==> src/rtl/dma_pkg.sv <==
// Shared types and constants for the memory-bus DMA initiator.
package dma_pkg;

  typedef enum logic [2:0] {
    IDLE  = 3'd0,
    CHECK = 3'd1,
    RD    = 3'd2,
    WR    = 3'd3,
    DONE  = 3'd4
  } dma_state_t;

  localparam logic DMA_MODE_COPY = 1'b0;
  localparam logic DMA_MODE_FILL = 1'b1;

  localparam logic [3:0] WMASK_NONE = 4'b0000;
  localparam logic [3:0] WMASK_WORD = 4'b1111;

  // Byte stride between consecutive words on the bus.
  localparam logic [31:0] WORD_BYTES = 32'd4;

  // A bus byte address is word-aligned when its two low bits are clear.
  function automatic logic is_misaligned(input logic [31:0] addr);
    return addr[1:0] != 2'b00;
  endfunction

endpackage

==> src/rtl/mem_dma_initiator.sv <==
// Memory-bus initiator: COPY moves a word block from src to dst, FILL writes
// a constant word over a dst block. Every bus output is a flop, so nothing
// combinational reaches the bus from any input.
module mem_dma_initiator
  import dma_pkg::*;
#(
  parameter int unsigned LEN_W = 16
) (
  input  logic             clk,
  input  logic             reset,
  input  logic             start_in,
  input  logic             mode_in,
  input  logic [31:0]      src_addr_in,
  input  logic [31:0]      dst_addr_in,
  input  logic [LEN_W-1:0] len_in,
  input  logic [31:0]      fill_value_in,
  input  logic             abort_in,
  output logic             busy_out,
  output logic             done_out,
  output logic             error_out,
  output logic [31:0]      address_out,
  output logic             sel_out,
  output logic [3:0]       write_mask_out,
  output logic [31:0]      write_value_out,
  input  logic [31:0]      read_value_in,
  input  logic             ready_in
);

  dma_state_t       state_q, state_d;
  logic             mode_q, mode_d;
  logic [31:0]      src_q, src_d;
  logic [31:0]      dst_q, dst_d;
  logic [LEN_W-1:0] count_q, count_d;
  logic [31:0]      buf_q, buf_d;
  logic [31:0]      fill_q, fill_d;

  logic             busy_q, busy_d;
  logic             done_q, done_d;
  logic             error_q, error_d;
  logic [31:0]      addr_q, addr_d;
  logic             sel_q, sel_d;
  logic [3:0]       mask_q, mask_d;
  logic [31:0]      wval_q, wval_d;

  // Next-state, datapath updates, and the bus image for the next state.
  always_comb begin
    // NOTE: every signal written here gets a default first; an unassigned
    // path through the case would otherwise infer a latch.
    state_d = state_q;
    mode_d  = mode_q;
    src_d   = src_q;
    dst_d   = dst_q;
    count_d = count_q;
    buf_d   = buf_q;
    fill_d  = fill_q;
    error_d = 1'b0;

    unique case (state_q)
      IDLE: begin
        if (start_in) begin
          mode_d  = mode_in;
          src_d   = src_addr_in;
          dst_d   = dst_addr_in;
          count_d = len_in;
          fill_d  = fill_value_in;
          state_d = CHECK;
        end
      end

      CHECK: begin
        if (is_misaligned(dst_q) ||
            (mode_q == DMA_MODE_COPY && is_misaligned(src_q))) begin
          error_d = 1'b1;
          state_d = DONE;
        end else if (count_q == '0) begin
          state_d = DONE;
        end else if (mode_q == DMA_MODE_COPY) begin
          state_d = RD;
        end else begin
          state_d = WR;
        end
      end

      RD: begin
        if (ready_in) begin
          buf_d   = read_value_in;
          src_d   = src_q + WORD_BYTES;
          state_d = WR;
        end
        // A read completing on the abort edge is kept but never written.
        if (abort_in) state_d = DONE;
      end

      WR: begin
        if (ready_in) begin
          dst_d   = dst_q + WORD_BYTES;
          count_d = count_q - LEN_W'(1);
          if (count_d == '0)               state_d = DONE;
          else if (mode_q == DMA_MODE_COPY) state_d = RD;
        end
        // A write completing on the abort edge still lands.
        if (abort_in) state_d = DONE;
      end

      DONE:    state_d = IDLE;
      default: state_d = IDLE;
    endcase

    // Bus and status outputs describe the state being entered, so they are
    // registered alongside it and hold steady while a beat stalls.
    busy_d = state_d inside {CHECK, RD, WR};
    done_d = (state_d == DONE);
    sel_d  = state_d inside {RD, WR};
    mask_d = (state_d == WR) ? WMASK_WORD : WMASK_NONE;
    if (state_d == RD)      addr_d = src_d;
    else if (state_d == WR) addr_d = dst_d;
    else                    addr_d = '0;
    if (state_d == WR) wval_d = (mode_d == DMA_MODE_FILL) ? fill_d : buf_d;
    else               wval_d = '0;
  end

  // FSM, transfer registers and registered bus outputs.
  always_ff @(posedge clk or posedge reset) begin
    // NOTE: sequential state uses non-blocking assignments so every flop
    // samples the pre-edge values regardless of statement order.
    if (reset) begin
      state_q <= IDLE;
      mode_q  <= DMA_MODE_COPY;
      src_q   <= '0;
      dst_q   <= '0;
      count_q <= '0;
      // NOTE: the word buffer is a single register, not a RAM array, so it
      // is cleared on reset like the rest of the datapath.
      buf_q   <= '0;
      fill_q  <= '0;
      busy_q  <= 1'b0;
      done_q  <= 1'b0;
      error_q <= 1'b0;
      addr_q  <= '0;
      sel_q   <= 1'b0;
      mask_q  <= WMASK_NONE;
      wval_q  <= '0;
    end else begin
      state_q <= state_d;
      mode_q  <= mode_d;
      src_q   <= src_d;
      dst_q   <= dst_d;
      count_q <= count_d;
      buf_q   <= buf_d;
      fill_q  <= fill_d;
      busy_q  <= busy_d;
      done_q  <= done_d;
      error_q <= error_d;
      addr_q  <= addr_d;
      sel_q   <= sel_d;
      mask_q  <= mask_d;
      wval_q  <= wval_d;
    end
  end

  assign busy_out        = busy_q;
  assign done_out        = done_q;
  assign error_out       = error_q;
  assign address_out     = addr_q;
  assign sel_out         = sel_q;
  assign write_mask_out  = mask_q;
  assign write_value_out = wval_q;

endmodule
==> config.mk <==
export PLATFORM = sky130hd
export DESIGN_NAME = mem_dma_initiator
export DESIGN_NICKNAME = d
export VERILOG_FILES = /design/src/rtl/dma_pkg.sv /design/src/rtl/mem_dma_initiator.sv
export SDC_FILE = /design/constraint.sdc
export NUM_CORES = 1
export LEC_CHECK = 0
export CORE_AREA = 2 2 146 148
export DETAILED_ROUTE_END_ITERATION = 10
export DIE_AREA = 0 0 148 150
export PLACE_DENSITY = 0.86
export REMOVE_ABC_BUFFERS = 1
export SYNTH_ARGS = -nofsm -noshare
export SYNTH_HDL_FRONTEND = slang
export SYNTH_SLANG_ARGS = --single-unit
==> constraint.sdc <==
create_clock -name clk -period 13.8 [get_ports clk]
set_input_delay 3.45 -clock clk [delete_from_list [all_inputs] [get_ports clk]]
set_output_delay 3.45 -clock clk [all_outputs]
set_load 0.01 [all_outputs]
== Yosys cells after proc, flatten, opt, wreduce, memory -nomap -nowiden ==
Cells that the tools add are included.
Word-level totals
  word-level logic and storage cells: 71
  bits in registers: 220
  output and inout bits: 72
Cells by class
  equal/unequal tests: 9
  add/sub/neg operators: 3
  multiplexer cells: 33
  bitwise operators: 1
  reduce and logical (&&, ||, !) cells: 11
Operators with widths (number)
  two-way mux 32 bit: 12
  one-hot mux 32 bit (2 select lines): 2
  adder 32 x 3 -> 32 bit (second input constant): 2
  zero test 16 bit: 2
  two-way mux 16 bit: 2
  one-hot mux 16 bit (2 select lines): 1
  two-way mux 3 bit: 9
  subtractor 16 x 1 -> 16 bit (second input constant): 1
  == test 3 x 2 -> 1 bit (second input constant): 4
  one-hot mux 3 bit (4 select lines): 1
  nonzero test 2 bit: 4
  == test 3 x 1 -> 1 bit (second input constant): 2
  two-way mux 1 bit: 5
  two-way mux 4 bit: 1
  != test 2 bit (second input constant): 2
  == test 3 bit (second input constant): 1
  zero test 3 bit: 1
  AND reduction 3 bit: 1
  nonzero test 3 bit: 1
  logical AND 1 bit: 1
  logical OR 1 bit: 1
  NOT 1 bit: 1

== Longest topological paths before layout ==
Gate-level depths: netlist of run 1.
  depth after elaboration: 9
  mapped depth: 14
  depth with buffers taken out: 10

== Least setup slack after synthesis of run 1 ==
No wires, ideal clock.
  path type: input -> register
  start point: input ready_in
  end point: register addr_q[23] (netlist: address_out[23])
  required time: 13.681 ns
  setup slack: 8.393 ns
  cell stages on the path: 11
  arrival: 5.288 ns
  cell sequence: buf_2 > nor4b_1 > nand3_1 > nor3_2 > o2111ai_2 > o31ai_4 > inv_2 > buf_6 > buf_6 > and2_1 > o21a_1
On the way
  longest elaborated chain between the ends: 6
  elaborated cells between the ends (all ways): 13
  those cells by class: eq/ne (2); mux (11)
RTL lines
  start, declared: line mem_dma_initiator.sv:26  | input logic ready_in
  two-way mux 3 bit, on equally long branches: line mem_dma_initiator.sv:95, mem_dma_initiator.sv:85
  two-way mux 3 bit, on equally long branches: line mem_dma_initiator.sv:102, mem_dma_initiator.sv:91
  one-hot mux 3 bit (4 select lines) *: line mem_dma_initiator.sv:58  | unique case (state_q)
  named net state_d[0]: line mem_dma_initiator.sv:29  | dma_state_t state_q, state_d;
  == test 3 x 2 -> 1 bit: line mem_dma_initiator.sv:116  | else if (state_d == WR) addr_d = dst_d;
  two-way mux 32 bit: line mem_dma_initiator.sv:116
  two-way mux 32 bit *: line mem_dma_initiator.sv:115  | if (state_d == RD) addr_d = src_d;
  named net addr_d[23]: line mem_dma_initiator.sv:40  | logic [31:0] addr_q, addr_d;
  end signal, assigned: line mem_dma_initiator.sv:154  | addr_q <= addr_d;
  end, declared: line mem_dma_initiator.sv:40
The timed path passes the listed nets; every way through them passes the cells marked *.
A chain may end at the register's enable or synchronous reset.

== Final worst setup path of run 1 ==
  start point: input start_in
  end point: register wval_q[6] (netlist: write_value_out[6])
On the way
  longest elaborated chain between the ends: 4
  elaborated cells between the ends (all ways): 9
  those cells by class: eq/ne (1); mux (8)
RTL lines
  start, declared: line mem_dma_initiator.sv:11  | input logic start_in,
  two-way mux 3 bit, or another cell as far along: line mem_dma_initiator.sv:60  | if (start_in) begin
  one-hot mux 3 bit (4 select lines), or another cell as far along: line mem_dma_initiator.sv:58
  == test 3 x 2 -> 1 bit / two-way mux 32 bit (equally long branches): line mem_dma_initiator.sv:118  | if (state_d == WR) wval_d = (mode_d == DMA_MODE_FILL) ? fill_d : buf_d;
  two-way mux 32 bit *: line mem_dma_initiator.sv:118
  named net wval_d[6]: line mem_dma_initiator.sv:43  | logic [31:0] wval_q, wval_d;
  end signal, assigned: line mem_dma_initiator.sv:157  | wval_q <= wval_d;
  end, declared: line mem_dma_initiator.sv:43
Marks and branches as above.

==> results.ini, run 1 <==
[run_status]
outcome = completed

[timing]
grt_setup_unrepaired = no
skew_ns = 0.0205
hold_viol_final = 0
period_share_pct = 48.9
fmax_mhz = 148
setup_viol = 0
setup_ws_ns = 7.05
maxSlewViolCount = 0
min_period_ns = 6.75
relSlewSlack_pct = 18.9
fin_setup_tns_ns = 0
tightest_slew_ns = 1.21
hold_slack_ns = 0.473

[route]
drt-total-wl_um = 34300
firstDrtPassIters = 5
postRouteAntennaNets = 0
via_per_inst = 6.15
wl_per_cell_um = 19.8
vias = 10600
drt_drc_violations_left = 0
drt_iter0_markers = 1000

[finish]
regArea_um2 = 5430
layout_commonest_cell = nand2_1
final_cell_mix = nand2_1, clkdlybuf4s50_1, dfrtp_1
syn_to_final_growth_pct = 27.7
nets = 1591
drive_above_1_share_pct = 10.3
antenna_cells = 0
fillers = 1548
fin_area_um2 = 14700
multiInputGateArea_um2 = 5590

[place]
hpwl_um = 23000
post-place-ws_ns = 6.59
dpl_cell_area_um2 = 13800
gp_congestion = 0.937
portBuffers = 221

[synthesis]
synth_area_um2 = 11600
async_flop_share_pct = 100
yosys_most_used_dff = dfrtp_1
syn_avg_cell_area_um2 = 9.07
synth.distinct_cells = 81
yosysWarningCount = 0
seq_area_frac_synth_pct = 47.0
synth_seq_cells = 217
syn-instance-count = 1273
synth-edff-count = 0

[worst_setup_path]
crit_chain = clkdlybuf4s50_1 -> buf_4 -> nor4b_4 -> buf_4 -> mux2i_4 -> buf_4 -> inv_1 -> nand2_1 -> a21oi_2
critical-path-top-delay-family = buffers and inverters
r2r_end = write_value_out[31]$_DFF_PP0_
critPathMostFrequentCell = buf_4
path_max_fanout = 80
endpoint_kind = register
path_buf_inv = 5
slowest_stage = buf_4
crit_arrival_ns = 7.11
crit_path_max_incr_delay_ns = 0.76
cp-endpoint = write_value_out[6]$_DFF_PP0_
crit_cells = 9
startpoint = start_in
criticalPathCategory = input pin to register
crit_required_ns = 14.16
start_kind = input pin
worstRegToRegCells = 9
timing.rr.start = state_q[1]$_DFF_PP0_
r2r_slack_ns = 9.48

[clocking]
clkSlewWorstSetupHoldPaths_ns = 0.06
cts_setup_buffers = 0
cts_tree = done
root_buffer = clkbuf_16
cts_resized = 0
clk_latency_ns = 0.52
h-tree-depth = 1
postCtsHoldBufs = 0
cts_made_buffers = 24
clockBufferDepth = 3
cts_sinks = 217

[floorplan]
rows = 53
io_pins = 222
fp.dieArea_um2 = 22200
dieWidth_um = 148
die_h_um = 150
coreArea_um2 = 20700
start_util_pct = 55.8

[grt]
track_usage_pct = 30.6
antenna_found_initial = 0
grt_max_degree = 144
overflow = 0
grt_pass1_wl_um = 54300
grt_pass1_vias = 10100

[pwr]
power_leakage_uw = 0.00612
power_density_nw_per_um2 = 205
vdd_drop_max_v = 0.000113
total_power_uw = 3020

[run]
drv_cap = 0

[min_path]
hp-class = register to register
whs_path_depth = 2

-- cell families after synthesis --
logic type / Yosys count / share of synthesized area (%)
xor gates and xnor gates: 7 / 0.531
DFF: 217 / 47.0
adders and majority gates: 4 / 0.433
AOI/OAI and AO/OA: 337 / 20.2
and+or+nand+nor: 531 / 22.5
buffers and inverters: 132 / 5.05
muxes: 45 / 4.29
-- stage by stage --
stage	instances	util [%]
3_5_place_dp	1686	66.9
4_1_cts	1729	71.3
2_1_floorplan	1173	-
3_3_place_gp	1686	66.9
5_1_grt	1729	71.3
6_report	1729	71.3
-- registers in the layout, summed over array words and instances, names as in the netlist --
register / cells
address_out: 32
buf_q: 32
busy_out: 1
count_q: 16
done_out: 1
dst_q: 32
error_out: 1
fill_q: 32
mode_q: 1
sel_out: 1
src_q: 32
state_q: 3
write_mask_out: 1
write_value_out: 32
-- worst register-to-register path: cells and delay by family (launching register included) --
kind                   cells  cell delay (ns)
buffers and inverters      3             1.35
AOI/OAI and AO/OA          4             1.58
DFF                        1             0.88
and+or+nand+nor            2             0.39
-- area by class of cell --
type / instances / share of cell area, %
Clock inverter: 9 / 1.38
Timing Repair Buffer: 238 / 15.9
Clock buffer: 34 / 4.81
Multi-Input combinational cell: 924 / 37.9
Tap cell: 275 / 2.33
Inverter: 32 / 0.865
Sequential cell: 217 / 36.8
-- how the worst min path moves through the flow --
stage	from	endpoint	slack, ns
after global routing	buf_q[8]$_DFF_PP0_	buf_q[8]$_DFF_PP0_	0.49
after CTS	buf_q[16]$_DFF_PP0_	buf_q[16]$_DFF_PP0_	0.47
after global placement	buf_q[31]$_DFF_PP0_	buf_q[31]$_DFF_PP0_	0.45
after floorplan	buf_q[31]$_DFF_PP0_	buf_q[31]$_DFF_PP0_	0.44
after detailed placement	buf_q[16]$_DFF_PP0_	buf_q[16]$_DFF_PP0_	0.46
final	buf_q[16]$_DFF_PP0_	buf_q[16]$_DFF_PP0_	0.47
-- per-layer routing --
| layer | vias up | track usage (%) | wire length, µm |
|---|---|---|---|
| met5 | - | 0 | 0 |
| li1 | 4875 | - | - |
| met3 | 66 | 4.79 | 3120 |
| met2 | 548 | 49.0 | 16000 |
| met4 | 0 | 9.29 | 1030 |
| met1 | 5142 | 43.4 | 14200 |
-- power breakdown --
| group | internal (µW) | switching, µW | leakage, µW | total, µW |
|---|---|---|---|---|
| clock network | 470 | 267 | 0.000444 | 738 |
| registers | 868 | 219 | 0.00276 | 1090 |
| logic | 471 | 722 | 0.00292 | 1190 |
-- Yosys cell counts, drive strengths merged (19+ instances only) --
cell	n	area, µm²
a21oi	105	638
and2	38	238
buf	34	215
clkbuf	66	248
dfrtp	217	5430
inv	32	120
mux2	36	405
nand2	241	905
nand3	63	320
nand4	25	156
nor2	58	218
nor3	34	196
o21a	34	255
o21ai	57	285
o22ai	19	119
Note: power is estimated with default switching activity, not from simulation.
==> run 2: changes to the inputs <==
- CORE_AREA: 2 2 146 148 -> 2 2 159 161
- DIE_AREA: 0 0 148 150 -> 0 0 161 163
- PLACE_DENSITY: 0.86 -> 0.78
- clock period: 13.8 -> 6.1 ns (I/O delays scaled with it)
==> results.ini, run 2 (synthesis results as in run 1) <==
[pwr]
switchingPower_uw = 2670  ; was 1210 µW
seq_power_share_pct = 37.3  ; was 36.0%
vdd_drop_max_v = 0.000239  ; was 0.000113 V
p_comb_share_pct = 40.8  ; was 39.5%
power_frac_clock_pct = 21.8  ; was 24.4%
swShare_pct = 40.7  ; was 40.0%
power_density_nw_per_um2 = 445  ; was 205 nW/µm²
power_leakage_uw = 0.00609  ; was 0.00612 µW
p_int_uw = 3890  ; was 1810 µW

[worst_setup_path]
r2r_end = count_q[11]$_DFFE_PP0P_  ; was write_value_out[31]$_DFF_PP0_
startpoint = ready_in  ; was start_in
path_max_fanout = 19  ; was 80
crit_required_ns = 6.50  ; was 14.16 ns
timing.rr.start = state_q[0]$_DFF_PP0_  ; was state_q[1]$_DFF_PP0_
slowest_stage = clkdlybuf4s50_1  ; was buf_4
crit_chain = clkdlybuf4s50_1 -> nor4b_1 -> nand3_1 -> nor3_2 -> o2111ai_2 -> o31ai_4 -> a211o_2 -> buf_4 -> a21oi_2  ; was clkdlybuf4s50_1 -> buf_4 -> nor4b_4 -> buf_4 -> mux2i_4 -> buf_4 -> inv_1 -> nand2_1 -> a21oi_2
endpoint_kind = register  ; unchanged
start_kind = input pin  ; unchanged
crit_arrival_ns = 4.77  ; was 7.11 ns
r2r_slack_ns = 2.45  ; was 9.48 ns
cp-endpoint = write_value_out[6]$_DFF_PP0_  ; unchanged
worstRegToRegCells = 7  ; was 9
criticalPathCategory = input pin to register  ; unchanged
crit_path_max_incr_delay_ns = 0.96  ; was 0.76 ns

[place]
place_inst = 1745  ; was 1686
gp_congestion = 0.879  ; was 0.937
hpwl_um = 23000  ; about the same
post-place-ws_ns = 1.26  ; was 6.59 ns
portBuffers = 221  ; unchanged

[route]
firstDrtPassIters = 6  ; was 5
via_per_inst = 5.89  ; was 6.15
postRouteAntennaNets = 0  ; unchanged
wl_per_cell_um = 18.8  ; was 19.8 µm
vias = 10500  ; was 10600
drt-total-wl_um = 33600  ; was 34300 µm
drt_drc_violations_left = 0  ; unchanged
drt_iter0_markers = 899  ; was 1000

[finish]
layout_commonest_cell = nand2_1  ; unchanged
drive_above_1_share_pct = 10.4  ; was 10.3%
layout.cells.non_filler = 1788  ; was 1729
syn_to_final_growth_pct = 27.5  ; was 27.7%
final_cell_mix = nand2_1, clkdlybuf4s50_1, dfrtp_1  ; unchanged
nets = 1595  ; was 1591

[clocking]
clkSlewWorstSetupHoldPaths_ns = 0.06  ; about the same
root_buffer = clkbuf_16  ; unchanged
clk_latency_ns = 0.53  ; was 0.52 ns
cts_made_buffers = 24  ; unchanged
cts_tree = done  ; unchanged
cts_resized = 0  ; unchanged
cts_sinks = 217  ; unchanged
cts_setup_buffers = 0  ; unchanged
clockBufferDepth = 3  ; unchanged
postCtsHoldBufs = 0  ; unchanged
h-tree-depth = 1  ; unchanged

[grt]
grt_pass1_vias = 10500  ; was 10100
overflow = 0  ; unchanged
track_usage_pct = 25.3  ; was 30.6%
antenna_found_initial = 6  ; was 0
grt_pass1_wl_um = 53700  ; was 54300 µm
grt_max_degree = 142  ; was 144

[floorplan]
coreArea_um2 = 24700  ; was 20700 µm²
rows = 58  ; was 53
dieWidth_um = 161  ; was 148 µm
start_util_pct = 46.8  ; was 55.8%
fp.dieArea_um2 = 26200  ; was 22200 µm²
io_pins = 222  ; unchanged
die_h_um = 163  ; was 150 µm

[timing]
setup_ws_ns = 1.73  ; was 7.05 ns
fmax_mhz = 229
relSlewSlack_pct = 18.4  ; was 18.9%
hold_slack_ns = 0.468  ; was 0.473 ns
grt_setup_unrepaired = no  ; unchanged
setup_viol = 0  ; unchanged
period_share_pct = 71.7
skew_ns = 0.0193  ; was 0.0205 ns
fin_setup_tns_ns = 0  ; unchanged
tightest_slew_ns = 1.22  ; was 1.21 ns
hold_viol_final = 0  ; unchanged
maxSlewViolCount = 0  ; unchanged
min_period_ns = 4.37

[min_path]
hp-class = register to register  ; unchanged

[run_status]
outcome = completed  ; unchanged

[run]
drv_cap = 0  ; unchanged

## run 2: cell types whose count changed in the layout (fill, tap and decap cells not counted), sizes merged
cell / delta
buf: +4
bufinv: -5
clkinv: +3
diode: +3
inv: -1
## run 2: power groups by stage
stage | sequential, µW | clock, µW | combinational, µW
global placement | 2430 | 0 | 2580
global route | 2520 | 1520 | 2960
detailed placement | 2460 | 0 | 2640
CTS | 2440 | 1450 | 2670
finish | 2450 | 1430 | 2680
floorplan | 2380 | 0 | 1770
## run 2: layout make-up
| type | instances | area [µm²] |
|---|---|---|
| fill | 2120 | 9940 |
| multi-input combinational | 924 | 5590 |
| sequential | 217 | 5430 |
| timing repair buffer | 242 | 2370 |
| clock buffer | 34 | 708 |
| tap | 330 | 413 |
| inverter | 32 | 128 |
| clock inverter | 6 | 82.6 |
| antenna | 3 | 7.51 |
## run 2: worst min path at each step
stage / cells past startpoint / slack, ns / end / start
floorplan: 2 / 0.44 / buf_q[31]$_DFF_PP0_ / buf_q[31]$_DFF_PP0_
global placement: 2 / 0.45 / buf_q[31]$_DFF_PP0_ / buf_q[31]$_DFF_PP0_
detailed placement: 2 / 0.46 / buf_q[21]$_DFF_PP0_ / buf_q[21]$_DFF_PP0_
CTS: 2 / 0.47 / buf_q[21]$_DFF_PP0_ / buf_q[21]$_DFF_PP0_
global route: 2 / 0.49 / buf_q[21]$_DFF_PP0_ / buf_q[21]$_DFF_PP0_
finish: 2 / 0.47 / buf_q[21]$_DFF_PP0_ / buf_q[21]$_DFF_PP0_
## run 2: layer usage
layer  global-route usage [%]  wire (µm)  up-vias
li1                         -          -     4891
met1                     33.4      13700     5094
met2                     41.3      15900      461
met3                     5.60       2880       82
met4                     8.73       1130        4
met5                        0         21        -
## run 2: through the flow
stage	total power [µW]	cell area (µm²)	utilization, %
after global placement	5010	13900	56.5
final	6560	14700	59.7
after detailed placement	5100	13900	56.5
after floorplan	4150	11100	-
after global routing	6990	14700	59.7
after CTS	6560	14700	59.7
## run 2: critical path, delay by kind of cell
| family | cells | cell delay, ns |
|---|---|---|
| buffers and inverters | 2 | 1.27 |
| AOI/OAI and AO/OA | 4 | 1.27 |
| and+or+nand+nor | 3 | 0.68 |
==> run 3: changes to the inputs <==
- clock period: 6.1 -> 3.8 ns (I/O delays scaled with it)
==> results.ini, run 3 (synthesis results as in run 1) <==
[run_status]
outcome = completed  ; unchanged

[timing]
maxSlewViolCount = 0  ; unchanged
relSlewSlack_pct = 24.3  ; was 18.4%
setup_viol = 0  ; unchanged
period_share_pct = 82.4
min_period_ns = 3.13
hold_viol_final = 0  ; unchanged
tightest_slew_ns = 1.13  ; was 1.22 ns
hold_slack_ns = 0.471  ; was 0.468 ns
skew_ns = 0.0247  ; was 0.0193 ns
setup_ws_ns = 0.669  ; was 1.73 ns
grt_setup_unrepaired = no  ; unchanged
fmax_mhz = 319

[clocking]
root_buffer = clkbuf_16  ; unchanged
cts_setup_buffers = 0  ; unchanged
h-tree-depth = 1  ; unchanged
cts_made_buffers = 24  ; unchanged
clk_latency_ns = 0.54  ; was 0.53 ns
postCtsHoldBufs = 0  ; unchanged
cts_resized = 0  ; unchanged
clkSlewWorstSetupHoldPaths_ns = 0.06  ; about the same
clockBufferDepth = 3  ; unchanged
cts_tree = done  ; unchanged
cts_sinks = 217  ; unchanged

[route]
vias = 10500  ; about the same
wl_per_cell_um = 18.5  ; was 18.8 µm
postRouteAntennaNets = 0  ; unchanged
drt_drc_violations_left = 0  ; unchanged
via_per_inst = 5.83  ; was 5.89
drt-total-wl_um = 33400  ; was 33600 µm
drt_iter0_markers = 768  ; was 899
firstDrtPassIters = 5  ; was 6

[floorplan]
start_util_pct = 46.8  ; unchanged
coreArea_um2 = 24700  ; unchanged
io_pins = 222  ; unchanged
die_h_um = 163  ; unchanged
rows = 58  ; unchanged
dieWidth_um = 161  ; unchanged
fp.dieArea_um2 = 26200  ; unchanged

[worst_setup_path]
start_kind = register  ; was input pin
slowest_stage = dfrtp_1  ; was clkdlybuf4s50_1
critical-path-top-delay-family = compound AO/OA/AOI/OAI gates  ; was buffers and inverters
crit_arrival_ns = 3.56  ; was 4.77 ns
endpoint_kind = register  ; unchanged
path_max_fanout = 38  ; was 19
crit_cells = 9  ; unchanged
criticalPathCategory = register to register  ; was input pin to register
crit_required_ns = 4.23  ; was 6.50 ns
worstRegToRegCells = 9  ; was 7
path_buf_inv = 3  ; was 2
crit_path_max_incr_delay_ns = 0.84  ; was 0.96 ns
crit_chain = inv_1 -> nor3_2 -> buf_4 -> nand2_1 -> o221ai_1 -> o31ai_4 -> a211o_2 -> buf_12 -> a311oi_1  ; was clkdlybuf4s50_1 -> nor4b_1 -> nand3_1 -> nor3_2 -> o2111ai_2 -> o31ai_4 -> a211o_2 -> buf_4 -> a21oi_2

[finish]
fin_util_pct = 60.5  ; was 59.7%
layout.cells.non_filler = 1807  ; was 1788
fin_area_um2 = 14900  ; was 14700 µm²
nets = 1611  ; was 1595
syn_to_final_growth_pct = 29.3  ; was 27.5%
layout_commonest_cell = nand2_1  ; unchanged
fillers = 2115  ; was 2120
drive_above_1_share_pct = 11.7  ; was 10.4%
final_cell_mix = nand2_1, clkdlybuf4s50_1, dfrtp_1  ; unchanged

[place]
portBuffers = 221  ; unchanged
hpwl_um = 23300  ; was 23000 µm
post-place-ws_ns = 0.198  ; was 1.26 ns
gp_congestion = 0.914  ; was 0.879
dpl_cell_area_um2 = 14100  ; was 13900 µm²
place_inst = 1761  ; was 1745

[run]
drv_cap = 0  ; unchanged

[grt]
grt_max_degree = 93  ; was 142
grt_pass1_vias = 10300  ; was 10500
track_usage_pct = 25.1  ; was 25.3%
antenna_found_initial = 3  ; was 6
overflow = 0  ; unchanged
grt_pass1_wl_um = 53100  ; was 53700 µm

[pwr]
vdd_drop_max_v = 0.000415  ; was 0.000239 V
power_leakage_uw = 0.00621  ; was 0.00609 µW
power_density_nw_per_um2 = 715  ; was 445 nW/µm²

[min_path]
hp-class = register to register  ; unchanged
whs_path_depth = 2  ; unchanged

[run 3: cell types whose count changed in the layout (fill, tap and decap cells not counted), sizes merged]
cell	previous run	this run
bufinv	1	2
clkbuf	34	35
clkinv	4	6
buf	21	37
diode	3	2
[run 3: worst paths after layout]
path	startpoint	to	slack, ns
setup reg to reg	state_q[1]$_DFF_PP0_	write_value_out[31]$_DFF_PP0_	0.67
setup / recovery	state_q[1]$_DFF_PP0_	write_value_out[31]$_DFF_PP0_	0.67
max in group asynchronous	reset	src_q[16]$_DFF_PP0_	2.02
hold reg to reg	buf_q[25]$_DFF_PP0_	buf_q[25]$_DFF_PP0_	0.47
hold / removal	buf_q[25]$_DFF_PP0_	buf_q[25]$_DFF_PP0_	0.47
min in group asynchronous	reset	fill_q[2]$_DFF_PP0_	0.95
[run 3: cell type report]
class,instances,area [µm²],area share (%)
Clock buffer,35,722,4.83
Timing Repair Buffer,258,2540,17.0
Clock inverter,9,109,0.729
Multi-Input combinational cell,924,5590,37.4
Tap cell,330,413,2.76
Inverter,32,128,0.854
Antenna cell,2,5.00,0.0335
Sequential cell,217,5430,36.3
[run 3: metal layers]
metal	wire (µm)	vias to the layer above	track usage, %	share of wire (%)
li1	-	4928	-	-
met1	13900	5084	33.5	41
met2	15600	438	40.9	47
met3	2810	77	5.27	8.4
met4	1110	2	8.77	3.3
met5	11	-	0	0.033
[run 3: report_power, final]
part	switching [µW]	total, µW	internal [µW]
clock network	968	2420	1450
registers	808	3960	3150
logic	2520	4300	1780
[run 3: worst reg2reg max path, cell delays in order, from the launching register on]
cell,delay [ns]
dfrtp_1,0.84
inv_1,0.19
nor3_2,0.25
buf_4,0.42
nand2_1,0.12
o221ai_1,0.29
o31ai_4,0.14
a211o_2,0.35
buf_12,0.19
a311oi_1,0.26
[run 3: stage by stage]
step,setup TNS [ns],total power [µW]
finish,0,10700
global route,0,11400
CTS,0,10700
detailed placement,0,8240
global placement,0,8110
floorplan,-1036.72,6650
